### src/rtl/version_reader_pkg.sv
// Shared definitions for the version string read path: reader FSM states and
// the bus read/write encoding used by both initiator and responder.
package version_reader_pkg;

   typedef enum logic [1:0] {
      IDLE  = 2'd0,
      FETCH = 2'd1,
      EMIT  = 2'd2,
      DONE  = 2'd3
   } state_t;

   localparam logic RD = 1'b0;
   localparam logic WR = 1'b1;

endpackage

### src/rtl/version_string_reader.sv
// Fetches the version string word by word over the simple read bus and streams
// it out one ASCII character per valid/ready handshake.
module version_string_reader
   import version_reader_pkg::*;
#(
   parameter int BaseAddress         = 0,
   parameter int NumCharacters       = 44,
   parameter int CharsPerTransaction = 1,
   parameter int address_width       = 15,
   parameter int data_width          = 16,
   parameter int Address_Wording     = 1,
   parameter int ReadLatency         = 1,
   parameter int SkipNul             = 1
) (
   input  logic                     clk_i,
   input  logic                     reset_i,
   input  logic                     start_i,
   output logic                     busy_o,
   output logic                     done_o,
   output logic [address_width-1:0] address_o,
   input  logic [data_width-1:0]    data_i,
   output logic [data_width-1:0]    data_o,
   output logic                     rd_wr_o,
   output logic [7:0]               char_o,
   output logic                     char_valid_o,
   input  logic                     char_ready_i
);

   localparam int NumWords = NumCharacters / CharsPerTransaction;
   localparam int WordW    = 8 * CharsPerTransaction;
   localparam int LatW     = $clog2(ReadLatency + 2);
   localparam int CharW    = $clog2(CharsPerTransaction + 1);
   localparam int WIdxW    = $clog2(NumWords + 1);

   generate
      if (NumCharacters % CharsPerTransaction != 0) begin : g_bad_split
         $error("NumCharacters must be a multiple of CharsPerTransaction");
      end
      if (data_width < WordW) begin : g_bad_width
         $error("data_width too narrow for CharsPerTransaction");
      end
   endgenerate

   state_t             state;
   logic [LatW-1:0]    lat_cnt;
   logic [CharW-1:0]   char_idx;
   logic [WIdxW-1:0]   word_idx;
   logic [WordW-1:0]   word_q;
   logic [7:0]         first_char;
   logic [7:0]         next_char;
   logic               advance;
   logic               unused_data;

   // Character 0 is the most significant byte of the character field.
   function automatic logic [7:0] pick_char(input logic [WordW-1:0] w,
                                            input logic [CharW-1:0] idx);
      logic [WordW-1:0] sh;
      sh = w >> (8 * (CharsPerTransaction - 1 - int'(idx)));
      return sh[7:0];
   endfunction

   function automatic logic shown(input logic [7:0] c);
      return !((SkipNul != 0) && (c == 8'h00));
   endfunction

   assign first_char  = pick_char(data_i[WordW-1:0], '0);
   assign next_char   = pick_char(word_q, char_idx + 1'b1);
   assign advance     = char_valid_o ? char_ready_i : 1'b1;
   assign data_o      = '0;
   assign rd_wr_o     = RD;
   assign unused_data = ^data_i;

   always_ff @(posedge clk_i or posedge reset_i) begin
      if (reset_i) begin
         state        <= IDLE;
         busy_o       <= 1'b0;
         done_o       <= 1'b0;
         address_o    <= '0;
         char_o       <= '0;
         char_valid_o <= 1'b0;
         lat_cnt      <= '0;
         char_idx     <= '0;
         word_idx     <= '0;
         word_q       <= '0;
      end else begin
         done_o <= 1'b0;
         case (state)
            IDLE: begin
               if (start_i) begin
                  state     <= FETCH;
                  busy_o    <= 1'b1;
                  address_o <= address_width'(BaseAddress);
                  word_idx  <= '0;
                  lat_cnt   <= '0;
               end
            end
            FETCH: begin
               if (lat_cnt == LatW'(ReadLatency)) begin
                  word_q       <= data_i[WordW-1:0];
                  char_idx     <= '0;
                  char_o       <= first_char;
                  char_valid_o <= shown(first_char);
                  state        <= EMIT;
               end else begin
                  lat_cnt <= lat_cnt + 1'b1;
               end
            end
            EMIT: begin
               // A skipped NUL is never valid, so it drains in a single cycle.
               if (advance) begin
                  if (char_idx == CharW'(CharsPerTransaction - 1)) begin
                     char_valid_o <= 1'b0;
                     if (word_idx == WIdxW'(NumWords - 1)) begin
                        state  <= DONE;
                        done_o <= 1'b1;
                        busy_o <= 1'b0;
                     end else begin
                        address_o <= address_o + address_width'(Address_Wording);
                        word_idx  <= word_idx + 1'b1;
                        lat_cnt   <= '0;
                        state     <= FETCH;
                     end
                  end else begin
                     char_idx     <= char_idx + 1'b1;
                     char_o       <= next_char;
                     char_valid_o <= shown(next_char);
                  end
               end
            end
            DONE:    state <= IDLE;
            default: state <= IDLE;
         endcase
      end
   end

endmodule

### config.mk
export PLATFORM = sky130hd
export DESIGN_NAME = version_string_reader
export DESIGN_NICKNAME = d
export VERILOG_FILES = /design/src/rtl/version_reader_pkg.sv /design/src/rtl/version_string_reader.sv
export SDC_FILE = /design/constraint.sdc
export NUM_CORES = 1
export LEC_CHECK = 0
export ABC_AREA = 1
export BUFFER_PORTS_ARGS = -buffer_cell sky130_fd_sc_hd__buf_2
export CAP_MARGIN = 5
export CORE_MARGIN = 3
export CORE_UTILIZATION = 46
export DETAILED_ROUTE_END_ITERATION = 16
export PLACE_DENSITY = 0.77
export SYNTH_ARGS = -nofsm -noshare
export SYNTH_HDL_FRONTEND = slang
export SYNTH_SLANG_ARGS = --single-unit
### constraint.sdc
create_clock -name clk_i -period 1.4 [get_ports clk_i]
set_clock_uncertainty 0.1 [all_clocks]
set_input_delay 0.28 -clock clk_i [delete_from_list [all_inputs] [get_ports clk_i]]
set_output_delay 0.28 -clock clk_i [all_outputs]
set_load 0.01 [all_outputs]
==> impl_metrics.csv <==
group,metric,value,unit
synthesis,ys_ff_latch,36,
pwr,power.leakage,1.37,nW
outcome,status,"finished with violations",
drt,wl_per_cell,13.2,µm
placed_design,dp_hpwl,3.36,mm
worst_setup_path,cp-end-kind,"register",
worst_setup_path,path_class,"reg2reg",
final_layout,num_antenna_cells,0,
worst_setup_path,cp_common_cell,"nand2_2",
synthesis,syn_inst,264,
global_route,antenna_found_initial,0,
outcome,violations,"negative setup slack",
placed_design,place_area,2430,µm²
cts,numCtsBuffers,5,
drt,firstDrtPassIters,4,
final_layout,layout_commonest_cell,"nand2_1",
cts,cts_tree,"done",
drt,drtAntennaViolNets,0,
drt,drtIter0Drc,167,
timing,period_share,1.10,
synthesis,syn_area,2050,µm²
timing,rsz0062_at_grt,"yes",
synthesis,ys.flop_type,"dfrtp_1",
min_path,hold_path_class,"in2reg",
synthesis,yosysTopAreaCell,"dfrtp_1",
final_layout,final_cell_mix,"nand2_1, buf_2, dfrtp_1",
synthesis,ys_seq_area_frac,0.439,
global_route,first_global_vias,1863,
synthesis,ys_types,27,
floorplan,die_h,72.8,µm
cts,cts_max_level,2,
drt,drc_errors,0,
floorplan,fp.coreArea,4140,µm²
floorplan,initial_core_util,0.495,
synthesis,async_reset_ff_frac,1.00,
cts,clockBufferDepth,2,
synthesis,yosysWarnings,0,
final_layout,final_area,2760,µm²
placed_design,gp_congestion,0.843,
global_route,grt_pass1_wl,8.17,mm
floorplan,dieArea,5300,µm²
final_layout,drive_gt1_frac,0.372,
worst_setup_path,critical_path_arrival,1.66,ns
worst_setup_path,cp.required,1.52,ns
synthesis,yosysTopAreaCellShare,0.439,
synthesis,synth.avg_cell_area,7.77,µm²
floorplan,die_w,72.8,µm
floorplan,io_pins,63,
global_route,track_usage,0.196,
timing,setup_ws,-0.138,ns
global_route,grt_max_degree,37,
worst_setup_path,crit_path_max_incr_delay,0.43,ns
pwr,power_density,1580,nW/µm²
worst_setup_path,start_kind,"register",
drt,wirelength,5.14,mm
floorplan,rows,23,
synthesis,synth-edff-count,0,
placed_design,portBuffers,37,
cts,cts.sink_count,36,
timing,max_freq,650,MHz
timing,maxSlewViolCount,0,
cts,clkLatencyLatePin,0.29,ns
timing,finalCriticalPeriod,1.54,ns
synthesis,synth_area_leaders,"dfrtp_1, nand2_1, buf_4",
drt,routed_via_density,5.15,
flow_run,cap_violations,0,
cts,root_buffer,"clkbuf_8",
worst_setup_path,slowest_stage,"dfrtp_1",
cts,cts.clk_slew.worst_paths,0.08,ns
timing,hold_violations,0,
pwr,vdd_ir_drop_max,0.00120,V
final_layout,final_nets,361,
timing,setup_viol,24,
worst_setup_path,worstPathMaxFanout,7,
global_route,grt-ovfl-total,0,
timing,final.setup.tns,-2.31,ns
worst_setup_path,cp_cell_sequence,"inv_2 -> nor2_4 -> nand2_2 -> nand2_2 -> inv_2 -> nand3_4 -> clkbuf_16 -> nand2_2 -> o21ai_1",
drt,vias,2004,
final_layout,area_delta_synth_final,34.5,%
-- final timing paths --
check	startpoint	end	slack [ns]	cells past startpoint
max in group asynchronous	reset_i	state[0]	0.53	4
min in group asynchronous	reset_i	address_o[1]	0.47	4
worst max-delay path	state[1]	address_o[9]	-0.14	9
worst min register to register	lat_cnt[1]	lat_cnt[1]	0.40	2
worst max register to register	state[1]	address_o[9]	-0.14	9
worst min-delay path	data_i[2]	char_o[2]	0.13	2
-- cell families after synthesis --
family,after synthesis,synth area share
AO/OA/AOI/OAI,29,0.0768
flip-flops,36,0.439
buffers and inverters,51,0.133
multiplexers,7,0.0384
AND/OR/NAND/NOR,135,0.284
other,1,0.00183
XOR/XNOR,2,0.00854
adder cells (fa/ha/maj),3,0.0183
-- per-stage QoR --
step / worst slack (ns) / hold slack (ns) / total power [mW] / instances / util
floorplan: -0.00594 / 0.327 / 2.32 / 280 / -
global placement: -0.0144 / 0.237 / 2.85 / 372 / 0.587
detailed placement: -0.0563 / 0.242 / 2.92 / 372 / 0.587
CTS: -0.0294 / 0.126 / 3.91 / 382 / 0.627
global route: -0.217 / 0.136 / 4.61 / 389 / 0.666
finish: -0.138 / 0.130 / 4.35 / 389 / 0.666
-- layer usage --
| metal | routed length, µm | global-route usage | vias up | share of wire |
|---|---|---|---|---|
| li1 | - | - | 970 | - |
| met1 | 2180 | 0.240 | 935 | 0.42 |
| met4 | 64 | 0.0676 | 0 | 0.012 |
| met3 | 393 | 0.0399 | 5 | 0.077 |
| met2 | 2500 | 0.340 | 94 | 0.49 |
| met5 | 0 | 0 | - | 0 |
-- synthesized netlist by cell type, types with 3 or more instances --
master    n
nand4_1   7
inv_1    27
nand3_1  24
nor3_1    3
o21ai_1   5
mux2_2    7
nand2_1  75
a21oi_1   3
nor2_1   19
o21ai_0  16
dfrtp_1  36
ha_1      3
buf_4    17
inv_2     3
-- worst max-delay path: cells and delay by family, from the launching register on --
| kind | cells | cell delay, ns |
|---|---|---|
| flops | 1 | 0.43 |
| simple gates | 5 | 0.53 |
| buf+inv | 3 | 0.32 |
| compound gates | 1 | 0.08 |
-- layout make-up --
| cell class | count | area (µm²) |
|---|---|---|
| fill | 332 | 1380 |
| tap | 50 | 62.6 |
| clock buffer | 5 | 68.8 |
| timing repair buffer | 71 | 514 |
| clock inverter | 3 | 42.5 |
| inverter | 30 | 113 |
| multi-input combinational | 194 | 1060 |
| sequential | 36 | 902 |
-- registers in the layout, summed over array words and instances, names as in the netlist --
| register | flops |
|---|---|
| busy_o | 1 |
| state | 2 |
| lat_cnt | 2 |
| char_valid_o | 1 |
| char_o | 8 |
| address_o | 15 |
| word_idx | 6 |
| done_o | 1 |
-- where the power goes --
part           internal (mW)  total [mW]  switching [mW]
combinational          0.971        2.01            1.04
clock                  0.527       0.913           0.386
sequential              1.27        1.43           0.158
-- repair_timing --
action,4_1_cts,5_1_grt
hold buffers,1,0
resized for setup,23,23
pin swaps,2,4
gates cloned,1,3
endpoints found under the hold margin,36,0
endpoints found under the setup margin,30,27
buffers inserted,0,4
No activity file was read; power rests on OpenSTA's default activity.
